[config.mk]
export PLATFORM = sky130hd
export DESIGN_NAME = fsbm_seq_ctrl
export DESIGN_NICKNAME = d
export VERILOG_FILES = /design/src/rtl/fsbm_pkg.sv /design/src/rtl/fsbm_slot_cnt.sv /design/src/rtl/fsbm_seq_ctrl.sv
export SDC_FILE = /design/constraint.sdc
export NUM_CORES = 1
export LEC_CHECK = 0
export CAP_MARGIN = 25
export CORE_ASPECT_RATIO = 0.8
export CORE_MARGIN = 4
export CORE_UTILIZATION = 45
export CTS_BUF_LIST = sky130_fd_sc_hd__clkbuf_8 sky130_fd_sc_hd__clkbuf_16
export DETAILED_ROUTE_END_ITERATION = 7
export PLACE_DENSITY_LB_ADDON = 0.3
export SLEW_MARGIN = 15
export SYNTH_ARGS = -nofsm -noshare
export SYNTH_HDL_FRONTEND = slang
export SYNTH_SLANG_ARGS = --single-unit
[constraint.sdc]
create_clock -name clk -period 3.5 [get_ports clk]
set_input_delay 0.7 -clock clk [delete_from_list [all_inputs] [get_ports clk]]
set_output_delay 0.7 -clock clk [all_outputs]
set_load 0.05 [all_outputs]
[src/rtl/fsbm_pkg.sv]
// Shared types and helpers for the full-search block-matching sequencer.
// Holds the sequencer state encoding, default geometry constants and the
// ctr_word schedule used while the datapath is running.
package fsbm_pkg;

  typedef enum logic [2:0] {
    IDLE,
    INIT,
    FIRST0,
    FIRST1,
    RUN
  } fsbm_state_e;

  localparam int DEF_WORD_WIDTH = 8;
  localparam int DEF_LANES      = 4;
  localparam int DEF_BLK_N      = 16;
  localparam int DEF_PERIOD     = 24;

  // PE select word for a RUN slot: all ones on slot 0 (caller truncates to
  // its ctr_word width), a rising 1..blk_n-2 sweep over the last blk_n-2
  // slots of the period, zero elsewhere.
  function automatic int unsigned slot_to_ctr(input int unsigned slot,
                                               input int unsigned period,
                                               input int unsigned blk_n);
    int unsigned first_slot;
    first_slot = period - blk_n + 2;
    if (slot == 0) begin
      return 32'hFFFF_FFFF;
    end
    if ((slot >= first_slot) && (slot <= period - 1)) begin
      return slot - (period - blk_n + 1);
    end
    return 0;
  endfunction

endpackage

[src/rtl/fsbm_slot_cnt.sv]
// Period slot counter for the block-matching sequencer.
// Counts 0..PERIOD-1 and wraps; a synchronous clear forces slot 0. The
// next-slot value is exported so the owner can register decoded outputs
// in the same cycle the counter itself updates.
module fsbm_slot_cnt
  import fsbm_pkg::*;
#(
  parameter int PERIOD = DEF_PERIOD
) (
  input  logic                      clk,
  input  logic                      rst_n,
  input  logic                      clear,
  input  logic                      advance,
  output logic [$clog2(PERIOD)-1:0] slot_next
);

  localparam int SW = $clog2(PERIOD);
  localparam logic [SW-1:0] SLOT_LAST = SW'(PERIOD - 1);

  logic [SW-1:0] slot_q;
  logic [SW-1:0] slot_d;

  // Next slot: clear wins, otherwise step with wrap at the end of the period.
  always_comb begin
    slot_d = slot_q;
    if (clear) begin
      slot_d = '0;
    end else if (advance) begin
      if (slot_q == SLOT_LAST) begin
        slot_d = '0;
      end else begin
        slot_d = slot_q + SW'(1);
      end
    end
  end

  // Slot register with synchronous active-low reset.
  always_ff @(posedge clk) begin
    if (!rst_n) begin
      slot_q <= '0;
    end else begin
      slot_q <= slot_d;
    end
  end

  assign slot_next = slot_d;

endmodule

[src/rtl/fsbm_seq_ctrl.sv]
// Control sequencer for the full-search block-matching datapath.
// Drives PE enables/select, reference/candidate/column memory enables and
// the raw-pixel input register. All outputs are registered from the
// next-state values, so they line up with the state/counter registers.
// Optional feature macro: FSBM_FRAME_DONE_EN adds a row counter and a
// frame_done pulse on every ROWS-th row_done; otherwise frame_done is 0.
module fsbm_seq_ctrl
  import fsbm_pkg::*;
#(
  parameter int WORD_WIDTH = DEF_WORD_WIDTH,
  parameter int LANES      = DEF_LANES,
  parameter int BLK_N      = DEF_BLK_N,
  parameter int PERIOD     = DEF_PERIOD,
  parameter int INIT_LEN   = 8,
  parameter int COL_SLOT   = 6,
  parameter int ROWS       = 16
) (
  input  logic                          clk,
  input  logic                          rst_n,
  input  logic                          en_init,
  input  logic [WORD_WIDTH*LANES-1:0]   input_raw,
  output logic [WORD_WIDTH*LANES-1:0]   input_raw_saved,
  output logic [$clog2(BLK_N)-1:0]      ctr_word,
  output logic                          en_pe,
  output logic                          mem_ref_en,
  output logic                          mem_cand_en,
  output logic                          mem_col_en,
  output logic                          mem_init_mode,
  output logic                          busy,
  output logic                          row_done,
  output logic                          frame_done
);

  localparam int CW = $clog2(BLK_N);
  localparam int SW = $clog2(PERIOD);
  localparam int IW = $clog2(INIT_LEN + 1);

  localparam logic [SW-1:0] SLOT_PE_FIRST = SW'(PERIOD - BLK_N + 2);
  localparam logic [SW-1:0] SLOT_REF_LAST = SW'(PERIOD - 2);
  localparam logic [SW-1:0] SLOT_LAST     = SW'(PERIOD - 1);
  localparam logic [SW-1:0] SLOT_COL      = SW'(COL_SLOT);
  localparam logic [IW-1:0] ICNT_SAT      = IW'(INIT_LEN);
  localparam logic [IW-1:0] ICNT_COL      = IW'(COL_SLOT);

  if (PERIOD < BLK_N + 6) begin : g_chk_period
    $error("fsbm_seq_ctrl: PERIOD must be at least BLK_N+6");
  end
  if ((COL_SLOT < 2) || (COL_SLOT >= INIT_LEN)) begin : g_chk_col
    $error("fsbm_seq_ctrl: COL_SLOT must lie in 2..INIT_LEN-1");
  end
  if (ROWS < 1) begin : g_chk_rows
    $error("fsbm_seq_ctrl: ROWS must be at least 1");
  end

  fsbm_state_e state_q, state_d;
  logic [IW-1:0] icnt_q, icnt_d;
  logic [SW-1:0] slot_d;
  logic          slot_clear;
  logic          slot_adv;

  logic [WORD_WIDTH*LANES-1:0] input_raw_saved_q;
  logic [CW-1:0] ctr_word_q, ctr_word_d;
  logic en_pe_q, en_pe_d;
  logic mem_ref_en_q, mem_ref_en_d;
  logic mem_cand_en_q, mem_cand_en_d;
  logic mem_col_en_q, mem_col_en_d;
  logic mem_init_mode_q, mem_init_mode_d;
  logic busy_q, busy_d;
  logic row_done_q, row_done_d;
  logic frame_done_q, frame_done_d;

  // Next state: en_init pulls IDLE/RUN into INIT; dropping it starts the first period.
  always_comb begin
    state_d = state_q;
    unique case (state_q)
      IDLE:    if (en_init) state_d = INIT;
      INIT:    if (!en_init) state_d = FIRST0;
      FIRST0:  state_d = FIRST1;
      FIRST1:  state_d = RUN;
      RUN:     if (en_init) state_d = INIT;
      default: state_d = IDLE;
    endcase
  end

  // Init counter restarts on INIT entry and saturates at INIT_LEN.
  always_comb begin
    icnt_d = '0;
    if ((state_d == INIT) && (state_q == INIT)) begin
      icnt_d = (icnt_q == ICNT_SAT) ? icnt_q : icnt_q + IW'(1);
    end
  end

  assign slot_clear = (state_d == IDLE) || (state_d == INIT) || (state_d == FIRST0);
  assign slot_adv   = (state_d == FIRST1) || (state_d == RUN);

  fsbm_slot_cnt #(
    .PERIOD (PERIOD)
  ) u_slot_cnt (
    .clk       (clk),
    .rst_n     (rst_n),
    .clear     (slot_clear),
    .advance   (slot_adv),
    .slot_next (slot_d)
  );

  // Output decode from the upcoming state, init count and slot.
  always_comb begin
    ctr_word_d      = '0;
    en_pe_d         = 1'b0;
    mem_ref_en_d    = 1'b0;
    mem_cand_en_d   = 1'b0;
    mem_col_en_d    = 1'b0;
    mem_init_mode_d = 1'b0;
    row_done_d      = 1'b0;
    busy_d          = (state_d != IDLE);
    unique case (state_d)
      INIT: begin
        mem_ref_en_d    = 1'b1;
        mem_init_mode_d = 1'b1;
        if (icnt_d == '0) begin
          ctr_word_d = '1;
          en_pe_d    = 1'b1;
        end else if (icnt_d == IW'(1)) begin
          en_pe_d = 1'b1;
        end
        mem_col_en_d = (icnt_d == ICNT_COL);
      end
      FIRST0: begin
        mem_cand_en_d   = 1'b1;
        mem_init_mode_d = 1'b1;
      end
      FIRST1: begin
        mem_cand_en_d = 1'b1;
      end
      RUN: begin
        ctr_word_d    = CW'(slot_to_ctr(32'(slot_d), PERIOD, BLK_N));
        en_pe_d       = (slot_d <= SW'(1)) || (slot_d >= SLOT_PE_FIRST);
        mem_cand_en_d = (slot_d <= SW'(3));
        mem_ref_en_d  = (slot_d >= SW'(4)) && (slot_d <= SLOT_REF_LAST);
        mem_col_en_d  = (slot_d == SLOT_COL);
        row_done_d    = (slot_d == SLOT_LAST);
      end
      default: begin
      end
    endcase
  end

`ifdef FSBM_FRAME_DONE_EN
  localparam int RW = (ROWS > 1) ? $clog2(ROWS) : 1;
  localparam logic [RW-1:0] ROW_LAST = RW'(ROWS - 1);

  logic [RW-1:0] row_cnt_q, row_cnt_d;

  // Row counter: clears on en_init, wraps on the ROWS-th row and flags the frame.
  always_comb begin
    row_cnt_d    = row_cnt_q;
    frame_done_d = 1'b0;
    if (en_init) begin
      row_cnt_d = '0;
    end else if (row_done_d) begin
      if (row_cnt_q == ROW_LAST) begin
        row_cnt_d    = '0;
        frame_done_d = 1'b1;
      end else begin
        row_cnt_d = row_cnt_q + RW'(1);
      end
    end
  end

  // Row counter register.
  always_ff @(posedge clk) begin
    if (!rst_n) begin
      row_cnt_q <= '0;
    end else begin
      row_cnt_q <= row_cnt_d;
    end
  end
`else
  assign frame_done_d = 1'b0;
`endif

  // State, counter and output registers with synchronous active-low reset.
  always_ff @(posedge clk) begin
    if (!rst_n) begin
      state_q           <= IDLE;
      icnt_q            <= '0;
      input_raw_saved_q <= '0;
      ctr_word_q        <= '0;
      en_pe_q           <= 1'b0;
      mem_ref_en_q      <= 1'b0;
      mem_cand_en_q     <= 1'b0;
      mem_col_en_q      <= 1'b0;
      mem_init_mode_q   <= 1'b0;
      busy_q            <= 1'b0;
      row_done_q        <= 1'b0;
      frame_done_q      <= 1'b0;
    end else begin
      state_q           <= state_d;
      icnt_q            <= icnt_d;
      input_raw_saved_q <= input_raw;
      ctr_word_q        <= ctr_word_d;
      en_pe_q           <= en_pe_d;
      mem_ref_en_q      <= mem_ref_en_d;
      mem_cand_en_q     <= mem_cand_en_d;
      mem_col_en_q      <= mem_col_en_d;
      mem_init_mode_q   <= mem_init_mode_d;
      busy_q            <= busy_d;
      row_done_q        <= row_done_d;
      frame_done_q      <= frame_done_d;
    end
  end

  assign input_raw_saved = input_raw_saved_q;
  assign ctr_word        = ctr_word_q;
  assign en_pe           = en_pe_q;
  assign mem_ref_en      = mem_ref_en_q;
  assign mem_cand_en     = mem_cand_en_q;
  assign mem_col_en      = mem_col_en_q;
  assign mem_init_mode   = mem_init_mode_q;
  assign busy            = busy_q;
  assign row_done        = row_done_q;
  assign frame_done      = frame_done_q;

endmodule

==> impl_results.md <==
- DRT iter0 DRCs: 166
- Layout area overhead: 39.30%
- Syn Std Cell Area: 2298 um2
- Max_cap viols: 0
- Tmin final: just over 3 ns
- DR WL met2: 2.625 mm
- Fmax: 322.3 MHz
- CTS resizes: 0
- Sw Pwr: ~0.38 mW
- Buffers added on ports: 77
- Clock power share: 0.276
- Vias: ~1800
- Clock slew at reported path FFs: ~0.10 ns
- Met3 WL: 353 um
- Commonest non-fill, non-tap cells in the layout: 77 x clkdlybuf4s50_1, 55 x dfxtp_1, 34 x and2_1, 16 x nor2_1, 13 x nand2_1
- Period Utilization, post-route: 0.8865
- Core area: roughly 4800 um2
- Critical Path Start Type: input pin
- Required @ worst endpoint: 3.66 ns
- RSZ-0062 raised after global routing: false
- Data arrival, critical path: between 3 and 4 ns
- Initial antenna violation count: 0
- Pint: 0.9316 mW
- Outcome: complete, no violations
- Die area: about 6300 um2
- Max-slew violations: 0
- Grt total ovfl: 0
- Cell Pwr Density: around 410 nW/um2
- Commonest non-fill, non-tap cell in the layout: clkdlybuf4s50_1
- Cts bufs inserted: 5
- Final Skew: between 0.007 and 0.008 ns
- Largest net degree at the start of global routing: 37
- Logic pwr share: 0.210
- Final #Nets: roughly 350
- VDD IR max: roughly 280 uV
- R2R setup slack: around 0.65 ns
- Sequential area share after synthesis: 0.4790
- Post-synth EDFFs: 0
- Switching share of total power: 0.2885
- Setup Fix Bufs, Post-CTS: 0
- Root Buffer: clkbuf_8
- Crit Path Category: input pin to flop
- CTS Hold Bufs: 0
- Synthesized area per cell: ~10 um2
- Post-DP HPWL: around 4.2 mm
- Layout cell share with drive strength beyond 1: 0.1016
- Die H: just over 70 um
- CP Capture Type: flop
- GP Congestion: 0.8976
- Global-route wire length before repair: 8.597 mm
- Seq pwr share: 0.515
- Synth cell types: 58
- Finished Layout Cells: roughly 370
- Post-layout util: 0.6724
- Slew HR: 0.6208
- Actual slew at the worst max-slew pin: approximately 0.56 ns
- Async set-reset flop share out of synthesis: 0
- I/O pins: between 70 and 80
- Max FO, Critical Path: 4
- Clock Latency Late Sink: around 0.30 ns
- Final Hold Viols: 0
- Avg WL per Cell: between 10 and 15 um
- Clock sinks: 55
- Cells after Synth: 228
- Top sig layer: met4
- Placed cell count: 357
- Initial core utilization: 0.4827
- TNS Setup: 0 ns
- CTS Buffer Depth: 2
- Vias in the first global route: roughly 1800
- Ys Warns: 0
- TritonRoute pass-1 iters: 4
- H-Tree Depth: 2
- Number of synthesized register bits: between 50 and 60
- Gr usage total: 0.1738
- DRC: 0
- Hold crit path type: flop to flop
- Ys flop type: dfxtp_1
- Antenna diode instance count: 0
- Antenna-violating nets left: 0
- Die Width: between 80 and 90 um
- CTS tree: yes
- Drt total wl: roughly 5.3 mm
- Syn nets: between 200 and 300
- Num rows: 22
- Setup Viol. Count Final: 0
- Via density: between 5 and 6
- LEAKAGE: roughly 1.2 nW
- Wire length on met1: between 2 and 2.5 mm
-- path summary, 6_finish.rpt --
path / startpoint / to / cells past startpoint
worst max-delay path: en_init / ctr_word[0] / 10
worst min-delay path: icnt_q[3] / icnt_q[3] / 2
worst max register to register: u_slot_cnt.slot_q[0] / ctr_word[0] / 9
worst min register to register: icnt_q[3] / icnt_q[3] / 2
-- Yosys cell counts, drive strengths merged, types with 2 or more instances --
cell	number	share of area
nand3	3	0.0087
and2	34	0.093
clkbuf	5	0.0082
nand2	13	0.021
o21ai	7	0.017
buf	7	0.023
nor2b	6	0.020
nand2b	5	0.017
a21oi	10	0.028
nor4b	3	0.021
nor3	6	0.013
dfxtp	55	0.48
nor2	16	0.026
o31ai	4	0.015
nor4	3	0.0082
nand3b	4	0.013
ha	8	0.044
inv	8	0.013
or4b	2	0.010
xnor2	4	0.019
a21boi	4	0.015
-- registers in the layout, indices dropped and copies added (netlist names) --
register and count:
input_raw_saved 32, u_slot_cnt.slot_q 5, ctr_word 4, icnt_q 4, state_q 3, busy 1
en_pe 1, mem_cand_en 1, mem_col_en 1, mem_init_mode 1, mem_ref_en 1, row_done 1
-- power groups by stage --
stage / registers [mW] / logic [mW] / clock network (mW)
finish: 0.674 / 0.274 / 0.361
global route: 0.679 / 0.290 / 0.393
detailed placement: 0.689 / 0.276 / 0
CTS: 0.674 / 0.276 / 0.373
floorplan: 0.785 / 0.0682 / 0
global placement: 0.688 / 0.272 / 0
-- critical path, cell delays in order --
cell	delay, ns
clkdlybuf4s50_1	0.49
nor4b_4	0.30
nor2_1	0.10
nor3_1	0.48
inv_1	0.12
ha_1	0.23
nor4_1	0.38
a2111oi_4	0.11
o21ai_2	0.24
o21ai_0	0.12
-- kinds of logic after synthesis --
logic type / Yosys count / share of synthesized area
buffers and inverters: 21 / 0.04572
multiplexers: 1 / 0.009798
XOR/XNOR: 5 / 0.02232
AND/OR/NAND/NOR: 100 / 0.2689
flip-flops: 55 / 0.4790
adder cells (fa/ha/maj): 8 / 0.04355
AO/OA/AOI/OAI: 37 / 0.1290
other: 1 / 0.001632
-- per-layer routing --
layer | global-route usage | up-vias
met5 | 0 | -
met4 | 0.04940 | 0
met3 | 0.05335 | 9
met2 | 0.2876 | 58
met1 | 0.2187 | 865
li1 | - | 916
-- stage by stage --
| step | setup slack [ns] | hold slack [ns] | instance area (um2) | power (mW) |
|---|---|---|---|---|
| after CTS | 0.4338 | 0.6259 | 3202 | 1.323 |
| after global placement | 0.2328 | 0.5828 | 3103 | 0.9597 |
| after detailed placement | 0.1117 | 0.6000 | 3103 | 0.9645 |
| final | 0.3972 | 0.6194 | 3202 | 1.309 |
| after global routing | 0.1926 | 0.6742 | 3202 | 1.362 |
| after floorplan | 0.8600 | 0.5370 | 2298 | 0.8530 |
-- area by class of cell --
type	count	area [um2]
Clock buffer	6	82.58
Sequential cell	55	1101
Multi-Input combinational cell	152	1092
Timing Repair Buffer	81	800.8
Tap cell	60	75.07
Clock inverter	2	16.27
Inverter	9	33.78
Fill cell	379	1560
(Power assumes the default switching activity.)
